File: src/rtl/serial_pkg.sv
// Shared definitions for the serial link: transmitter/receiver FSM state
// encoding and the frame parity function.
package serial_pkg;

  // Widest word the parity helper handles; narrower words are zero-extended.
  localparam int unsigned MAX_WORD_W = 64;

  typedef enum logic [2:0] {
    ST_IDLE   = 3'd0,
    ST_START  = 3'd1,
    ST_DATA   = 3'd2,
    ST_PARITY = 3'd3,
    ST_STOP   = 3'd4
  } serial_state_e;

  // Even parity bit: makes the total count of ones (data + parity) even.
  function automatic logic even_parity(input logic [MAX_WORD_W-1:0] word);
    return ^word;
  endfunction

endpackage

File: src/rtl/baud_tick_gen.sv
// Bit-period counter. Counts clock cycles while enabled and flags the last
// cycle of each CLKS_PER_BIT-long bit period.
//   clk, reset : clock, asynchronous active-high reset
//   enable     : count while high; counter held at zero while low
//   tick       : high on the last cycle of each bit period
module baud_tick_gen #(
  parameter int unsigned CLKS_PER_BIT = 4
) (
  input  logic clk,
  input  logic reset,
  input  logic enable,
  output logic tick
);

  localparam int unsigned CNT_W = (CLKS_PER_BIT > 1) ? $clog2(CLKS_PER_BIT) : 1;
  localparam logic [CNT_W-1:0] CNT_LAST = CNT_W'(CLKS_PER_BIT - 1);

  logic [CNT_W-1:0] cnt_q, cnt_d;

  // Next count: clear when idle, wrap at the end of each bit period.
  always_comb begin
    cnt_d = cnt_q;
    if (!enable) begin
      cnt_d = '0;
    end else if (cnt_q == CNT_LAST) begin
      cnt_d = '0;
    end else begin
      cnt_d = cnt_q + CNT_W'(1);
    end
  end

  always_ff @(posedge clk or posedge reset) begin
    if (reset) begin
      cnt_q <= '0;
    end else begin
      cnt_q <= cnt_d;
    end
  end

  assign tick = enable && (cnt_q == CNT_LAST);

endmodule

File: src/rtl/serial_tx.sv
// Serial transmitter: frames a parallel word as start(0), WIDTH data bits
// LSB first, even parity, stop(1), each bit CLKS_PER_BIT cycles long.
//   clk, reset : clock, asynchronous active-high reset
//   data_in    : word to send, captured on the accepting edge
//   valid      : data_in offered; accepted when ready is high
//   ready      : idle and able to accept a word
//   tx         : serial line, idle high
//   busy       : frame in progress (~ready)
//   done       : one-cycle pulse in the first idle cycle after the stop bit
module serial_tx
  import serial_pkg::*;
#(
  parameter int unsigned WIDTH        = 8,
  parameter int unsigned CLKS_PER_BIT = 4
) (
  input  logic             clk,
  input  logic             reset,
  input  logic [WIDTH-1:0] data_in,
  input  logic             valid,
  output logic             ready,
  output logic             tx,
  output logic             busy,
  output logic             done
);

  localparam int unsigned IDX_W = (WIDTH > 1) ? $clog2(WIDTH) : 1;
  localparam logic [IDX_W-1:0] IDX_LAST = IDX_W'(WIDTH - 1);

  serial_state_e    state_q, state_d;
  logic [WIDTH-1:0] shift_q, shift_d;
  logic [IDX_W-1:0] bit_idx_q, bit_idx_d;
  logic             parity_q, parity_d;
  logic             tx_q, tx_d;
  logic             ready_q, ready_d;
  logic             done_q, done_d;
  logic             tick;

  // Bit timer runs only while a frame is on the line.
  baud_tick_gen #(
    .CLKS_PER_BIT(CLKS_PER_BIT)
  ) u_baud_tick_gen (
    .clk   (clk),
    .reset (reset),
    .enable(state_q != ST_IDLE),
    .tick  (tick)
  );

  // Next-state and registered-output logic; tx_d is the level for the next bit.
  always_comb begin
    state_d   = state_q;
    shift_d   = shift_q;
    bit_idx_d = bit_idx_q;
    parity_d  = parity_q;
    tx_d      = tx_q;
    done_d    = 1'b0;

    case (state_q)
      ST_IDLE: begin
        tx_d = 1'b1;
        if (valid) begin
          state_d   = ST_START;
          shift_d   = data_in;
          parity_d  = even_parity(MAX_WORD_W'(data_in));
          bit_idx_d = '0;
          tx_d      = 1'b0;
        end
      end
      ST_START: begin
        if (tick) begin
          state_d = ST_DATA;
          tx_d    = shift_q[0];
          shift_d = shift_q >> 1;
        end
      end
      ST_DATA: begin
        if (tick) begin
          if (bit_idx_q == IDX_LAST) begin
            state_d = ST_PARITY;
            tx_d    = parity_q;
          end else begin
            bit_idx_d = bit_idx_q + IDX_W'(1);
            tx_d      = shift_q[0];
            shift_d   = shift_q >> 1;
          end
        end
      end
      ST_PARITY: begin
        if (tick) begin
          state_d = ST_STOP;
          tx_d    = 1'b1;
        end
      end
      ST_STOP: begin
        if (tick) begin
          state_d = ST_IDLE;
          tx_d    = 1'b1;
          done_d  = 1'b1;
        end
      end
      default: begin
        state_d = ST_IDLE;
        tx_d    = 1'b1;
      end
    endcase

    ready_d = (state_d == ST_IDLE);
  end

  always_ff @(posedge clk or posedge reset) begin
    if (reset) begin
      state_q   <= ST_IDLE;
      shift_q   <= '0;
      bit_idx_q <= '0;
      parity_q  <= 1'b0;
      tx_q      <= 1'b1;
      ready_q   <= 1'b1;
      done_q    <= 1'b0;
    end else begin
      state_q   <= state_d;
      shift_q   <= shift_d;
      bit_idx_q <= bit_idx_d;
      parity_q  <= parity_d;
      tx_q      <= tx_d;
      ready_q   <= ready_d;
      done_q    <= done_d;
    end
  end

  assign tx    = tx_q;
  assign ready = ready_q;
  assign busy  = ~ready_q;
  assign done  = done_q;

endmodule

File: config.mk
export PLATFORM = sky130hd
export DESIGN_NAME = serial_tx
export DESIGN_NICKNAME = d
export VERILOG_FILES = /design/src/rtl/serial_pkg.sv /design/src/rtl/baud_tick_gen.sv /design/src/rtl/serial_tx.sv
export SDC_FILE = /design/constraint.sdc
export NUM_CORES = 1
export LEC_CHECK = 0
export BUFFER_PORTS_ARGS = -buffer_cell sky130_fd_sc_hd__buf_2
export CAP_MARGIN = 20
export CORE_UTILIZATION = 50
export CTS_BUF_LIST = sky130_fd_sc_hd__clkbuf_8
export CTS_CLUSTER_SIZE = 28
export DETAILED_ROUTE_END_ITERATION = 8
export PLACE_DENSITY = 0.71
export SYNTH_ARGS = -nofsm -noshare
export SYNTH_HDL_FRONTEND = slang
export SYNTH_HIERARCHICAL = 1
export SYNTH_SLANG_ARGS = --single-unit
File: constraint.sdc
create_clock -name clk -period 3.8 [get_ports clk]
set_clock_uncertainty 0.05 [all_clocks]
set_input_delay 0.76 -clock clk [delete_from_list [all_inputs] [get_ports clk]]
set_output_delay 0.76 -clock clk [all_outputs]
set_load 0.03 [all_outputs]
==> results of run 1 <==
==> cells by family after synthesis <==
kind of cell,share of synthesized area
xor+xnor,0.06271
buf+inv,0.05822
compound gates,0.1344
mux,0.08287
fa+ha+maj,0.03360
simple gates,0.1781
flops,0.4502
==> power by group through the flow <==
stage	Combinational (mW)	Clock, mW	Sequential [mW]
after detailed placement	0.432	0	0.399
after CTS	0.435	0.163	0.395
final	0.433	0.159	0.395
after floorplan	0.414	0	0.360
after global placement	0.422	0	0.393
after global routing	0.491	0.171	0.410
==> flip-flops by register name, indices dropped and copies added, names as in the netlist <==
name,count
done,1
shift_q,8
state_q,3
u_baud_tick_gen/cnt_q,2
ready,1
parity_q,1
tx,1
bit_idx_q,3
==> through the flow <==
step | power (mW) | instance area, µm² | util
after CTS | 0.9927 | 1234 | 0.6101
after global placement | 0.8149 | 1179 | 0.5829
final | 0.9878 | 1234 | 0.6101
after detailed placement | 0.8315 | 1179 | 0.5829
after floorplan | 0.7738 | 1117 | -
after global routing | 1.072 | 1234 | 0.6101
==> area by class of cell <==
type,instances,area (µm²),share of cell area
multi-input cells,78,549.3,0.4452
flip-flops and latches,20,503.0,0.4077
repair buffers,14,70.07,0.05680
clock buffers,4,55.05,0.04462
well taps,27,33.78,0.02738
inverters,6,22.52,0.01826
==> worst reg2reg max path, delay by kind of cell (launching register included) <==
family / cells / cell delay (ns)
AND/OR/NAND/NOR: 4 / 0.91
flip-flops: 1 / 0.64
AO/OA/AOI/OAI: 2 / 0.57
==> worst min path at each step <==
stage | from | to | depth (start not counted)
2_1_floorplan | u_baud_tick_gen/cnt_q[0]$_DFF_PP0_ | u_baud_tick_gen/cnt_q[0]$_DFF_PP0_ | 1
3_3_place_gp | u_baud_tick_gen/cnt_q[0]$_DFF_PP0_ | u_baud_tick_gen/cnt_q[0]$_DFF_PP0_ | 1
3_5_place_dp | u_baud_tick_gen/cnt_q[0]$_DFF_PP0_ | u_baud_tick_gen/cnt_q[0]$_DFF_PP0_ | 1
4_1_cts | reset | u_baud_tick_gen/cnt_q[0]$_DFF_PP0_ | 2
5_1_grt | reset | u_baud_tick_gen/cnt_q[0]$_DFF_PP0_ | 2
6_report | reset | u_baud_tick_gen/cnt_q[0]$_DFF_PP0_ | 2
==> layer usage <==
layer,GRT usage,wire length [µm],up-vias
met1,0.2659,930,371
li1,-,-,402
met2,0.2580,844,9
met5,0,0,-
met4,0.05882,13,0
met3,0.03115,46,2
==> layout by cell type (no fill, tap or decap), types with 2 or more instances in the layout <==
master    instances
mux2i_1           7
nand3_1           2
nor3_1            2
clkbuf_8          4
and2_1            2
dfstp_2           2
dfrtp_1          18
o21ai_0           6
inv_1             6
nand4_1           2
buf_2            14
mux2_2            2
xnor2_1           7
nand3b_1          4
nand2_1           5
nor2_1           10
a21oi_2           2
a21oi_1           9
ha_1              3
==> flow_summary.yaml, run 1 <==
yosys:
  synthTopCellsByCount: "dfrtp_1 (18), nor2_1 (10), a21oi_1 (9)"
  synth_top_area_cell: "dfrtp_1"
  ys.warnings.count: 6
  async_flop_share: 1.000
  synth_seq_cells: 20
  yosys-top-cells-area: "dfrtp_1 (40%), mux2i_1 (6.3%), xnor2_1 (5.5%), dfstp_2 (4.7%), a21oi_1 (4.0%)"
  synth_cell_types: 35
  synth.top_cell.area_share: 0.4031
  netlist_instances: 111
  synth_area_per_cell_um2: 10.07
  synth_nets: 125
  synth_ff_type: "dfrtp_1"
  synth-edff-count: 0
  seq_area_frac_synth: 0.4502
  yosysMostFrequentCell: "dfrtp_1"
  synth_area_um2: 1117
min_path:
  hp-class: "in -> async"
cells_and_area:
  fillers: 176
  drive_above_1_share: 0.2295
  fin_cells: 149
  antennaDiodeCount: 0
  nets: 137
  area_growth_syn_to_layout_pct: 10.41
setup_path:
  crit_buf_inv: 0
  critPathCaptureType: "flip-flop"
  crit_cells: 6
  cp-startpoint: "state_q[1]$_DFF_PP0_"
  critPathKind: "reg -> reg"
  r2r-end: "shift_q[7]$_DFFE_PP0P_"
  startpoint_type: "flip-flop"
  cpMostUsedCell: "nand3b_1"
  max_stage_delay_ns: 0.64
  path_cells: "or3_1, and2_1, nand3b_1, a31oi_4, nand3b_1, o21ai_1"
  r2r-start: "state_q[1]$_DFF_PP0_"
  cp.required_ns: 3.93
  crit_fanout: 17
  r2r_slack_ns: 1.56
  path_delay_family: "simple AND/OR/NAND/NOR gates"
  cp-endpoint: "shift_q[7]$_DFFE_PP0P_"
  crit_slowest_cell: "dfrtp_1"
  arrival_ns: 2.37
  rr_worst_depth: 6
timing:
  finalHoldViolCount: 0
  finalSetupTns_ns: 0
  finalCriticalPeriod_ns: 2.239
  setup_viol: 0
  tightest_slew_ns: 0.6742
  post-route-period-util: 0.5893
  slew_viol_final: 0
  holdWs_ns: 0.2992
  max_freq_ghz: 0.4466
  slew_headroom: 0.5500
  rsz0062_at_grt: "false"
  finalWorstSetupSlack_ns: 1.561
cts:
  clkTransAtPathRegs_ns: 0.07
  post_cts_buffers: 0
  cts_hold_buffers: 0
  cts_max_path_buffers: 2
  cts.htree.levels: 1
  cts_tree: "done"
  ctsResizeCount: 0
  cts_root_buffer: "clkbuf_8"
  numCtsBuffers: 3
  cts.sinks: 20
  clock_latency_ns: 0.25
power_and_ir_drop:
  p_per_area_nw_per_um2: 800.7
  power.share.clock: 0.161
  combPwrFrac: 0.439
  seq_power_share: 0.400
  p_leak_nw: 0.5597
  ir_worst_vdd_mv: 0.3882
  p_sw_frac: 0.3940
  p_int_uw: 598.6
  p_switching_uw: 389.2
route:
  ant_nets: 0
  firstDrtPassIters: 4
  drt_iter0_drc: 14
  remaining_drc_errors: 0
  wire_per_inst_um: 12.32
  wl_mm: 1.835
  vias_per_cell: 5.262
  routed-via-count: 784
place:
  hpwl_mm: 1.312
  numPortBuffers: 14
  placedCellCount: 145
  globalplace.congestion: 0.8371
  post-place-ws_ns: 1.606
global_route:
  grt_max_degree: 19
  antenna_found_initial: 0
  overflow: 0
  grt_pass1_wl_mm: 3.284
  gr-usage-all-layers: 0.1783
  first_global_vias: 704
floorplan:
  die_y_um: 49.27
  rows: 16
  start_util: 0.5526
  die_area_um2: 2428
  core_area_um2: 2022
  die_x_um: 49.27
  pin_count: 15
flow_run:
  drv.max_cap_violation_count: 0
run_status:
  outcome: "complete, no violations"
No activity file was read; power rests on OpenSTA's default activity.
==> run 2: changes to the inputs <==
--- a/config.mk
+++ b/config.mk
@@ -11,7 +11,7 @@
 export CTS_BUF_LIST = sky130_fd_sc_hd__clkbuf_8
 export CTS_CLUSTER_SIZE = 28
 export DETAILED_ROUTE_END_ITERATION = 8
-export PLACE_DENSITY = 0.71
+export PLACE_DENSITY = 0.74
 export SYNTH_ARGS = -nofsm -noshare
 export SYNTH_HDL_FRONTEND = slang
 export SYNTH_HIERARCHICAL = 1
==> constraint.sdc (replaced) <==
create_clock -name clk -period 1.8 [get_ports clk]
set_clock_uncertainty 0.05 [all_clocks]
set_input_delay 0.36 -clock clk [delete_from_list [all_inputs] [get_ports clk]]
set_output_delay 0.36 -clock clk [all_outputs]
set_load 0.03 [all_outputs]
==> run 2 against run 1 <==
Effect of this change:
- utilization grew 5.8 points
- highest routed layer unchanged
- hold slack improved by 0.028 ns
- setup slack worse by 1.5 ns
==> flow_summary.yaml, run 2 (same netlist as run 1, synthesis figures left out) <==
cells_and_area:
  area_growth_syn_to_layout_pct: 20.83
  reg_top3: "shift_q x8, bit_idx_q x3, state_q x3"
  largest_reg_flops: 8
  final_core_util: 0.6677
  drive_above_1_share: 0.3182
  fin_cells: 159
  mostFrequentLayoutCell: "dfrtp_1"
  nets: 147
  final_cell_mix: "dfrtp_1 (18), buf_2 (14), a21oi_1 (9), nor2_1 (8), buf_4 (8)"
  antennaDiodeCount: 0
  fin_area_um2: 1350
  regMostFlops: "shift_q"
route:
  drt_iter0_drc: 6
  remaining_drc_errors: 0
  wire_per_inst_um: 12.72
  ant_nets: 0
  wl_met2_um: 991
  highest_layer: "met4"
  met3_wirelength_um: 47
  firstDrtPassIters: 4
  routed-via-count: 810
  wl_mm: 2.022
  vias_per_cell: 5.094
  wl_met1_um: 959
cts:
  cts_root_buffer: "clkbuf_8"
  clock_latency_ns: 0.26
  cts_max_path_buffers: 2
  numCtsBuffers: 3
  cts.htree.levels: 1
  clkTransAtPathRegs_ns: 0.07
  cts.sinks: 20
  cts_tree: "done"
floorplan:
  die_y_um: 49.27
  start_util: 0.5526
  rows: 16
  die_area_um2: 2428
  die_x_um: 49.27
  pin_count: 15
  core_area_um2: 2022
global_route:
  overflow: 0
  antenna_found_initial: 0
  first_global_vias: 868
  gr-usage-all-layers: 0.1939
  grt_max_degree: 19
  grt_pass1_wl_mm: 3.581
setup_path:
  max_stage_delay_ns: 0.40
  crit_buf_inv: 1
  crit_slowest_cell: "or3_4"
  cp.required_ns: 1.90
  r2r_slack_ns: 0.08
  crit_fanout: 16
  path_delay_family: "simple AND/OR/NAND/NOR gates"
  critPathCaptureType: "flip-flop"
  path_cells: "or3_4, and2_4, nand3b_1, a31oi_4, buf_12, nor2_1, a21oi_1"
  critPathKind: "reg -> reg"
  startpoint_type: "flip-flop"
  arrival_ns: 1.82
place:
  globalplace.congestion: 0.8017
  post-place-ws_ns: 0.09267
  placed_area_um2: 1274
  placedCellCount: 153
  hpwl_mm: 1.469
  numPortBuffers: 14
run_status:
  outcome: "complete, no violations"
timing:
  max_freq_ghz: 0.5820
  finalHoldViolCount: 0
  slew_viol_final: 0
  slew_headroom: 0.5554
  setup_viol: 0
  holdWs_ns: 0.3268
  finalSetupTns_ns: 0
  tightest_slew_ns: 0.6662
  finalCriticalPeriod_ns: 1.718
  post-route-period-util: 0.9545
  finalWorstSetupSlack_ns: 0.08185
power_and_ir_drop:
  power_mw: 2.340
  p_per_area_nw_per_um2: 1734
  ir_worst_vdd_mv: 0.9548
  p_leak_nw: 0.6168
min_path:
  hp-class: "in -> reg"
flow_run:
  drv.max_cap_violation_count: 0
-- run 2: worst min-delay path: stages --
cell	delay (ns)
buf_2	0.11
nand3b_1	0.07
o21ai_1	0.06
-- run 2: layer usage --
metal / up-vias / global-route usage
li1: 417 / -
met1: 371 / 0.2216
met5: - / 0
met3: 4 / 0.02181
met4: 0 / 0.08333
met2: 18 / 0.3584
-- run 2: path summary, 6_finish.rpt --
check | startpoint | to | depth (start not counted)
hold / removal | data_in[7] | shift_q[7]$_DFFE_PP0P_ | 3
min in group asynchronous | reset | u_baud_tick_gen/cnt_q[1]$_DFF_PP0_ | 3
setup / recovery | state_q[2]$_DFF_PP0_ | shift_q[0]$_DFFE_PP0P_ | 7
setup reg to reg | state_q[2]$_DFF_PP0_ | shift_q[0]$_DFFE_PP0P_ | 7
max in group asynchronous | reset | state_q[0]$_DFF_PP0_ | 3
hold reg to reg | u_baud_tick_gen/cnt_q[0]$_DFF_PP0_ | u_baud_tick_gen/cnt_q[0]$_DFF_PP0_ | 1
-- run 2: power by group --
part	internal, mW	switching (mW)
combinational	0.605	0.641
sequential	0.645	0.114
clock	0.194	0.140
total	1.45	0.895
-- run 2: cell type report --
type,instances,area [µm²]
Timing Repair Buffer,24,160.2
Inverter,6,22.52
Multi-Input combinational cell,78,575.6
Clock buffer,4,55.05
Fill cell,161,671.9
Sequential cell,20,503.0
Tap cell,27,33.78
-- run 2: repair_timing --
item                       CTS  global route
gates resized for setup      0             1
setup endpoints to repair    0             3
hold endpoints to repair     2             0
hold buffers                 1             0
setup buffers                0             1
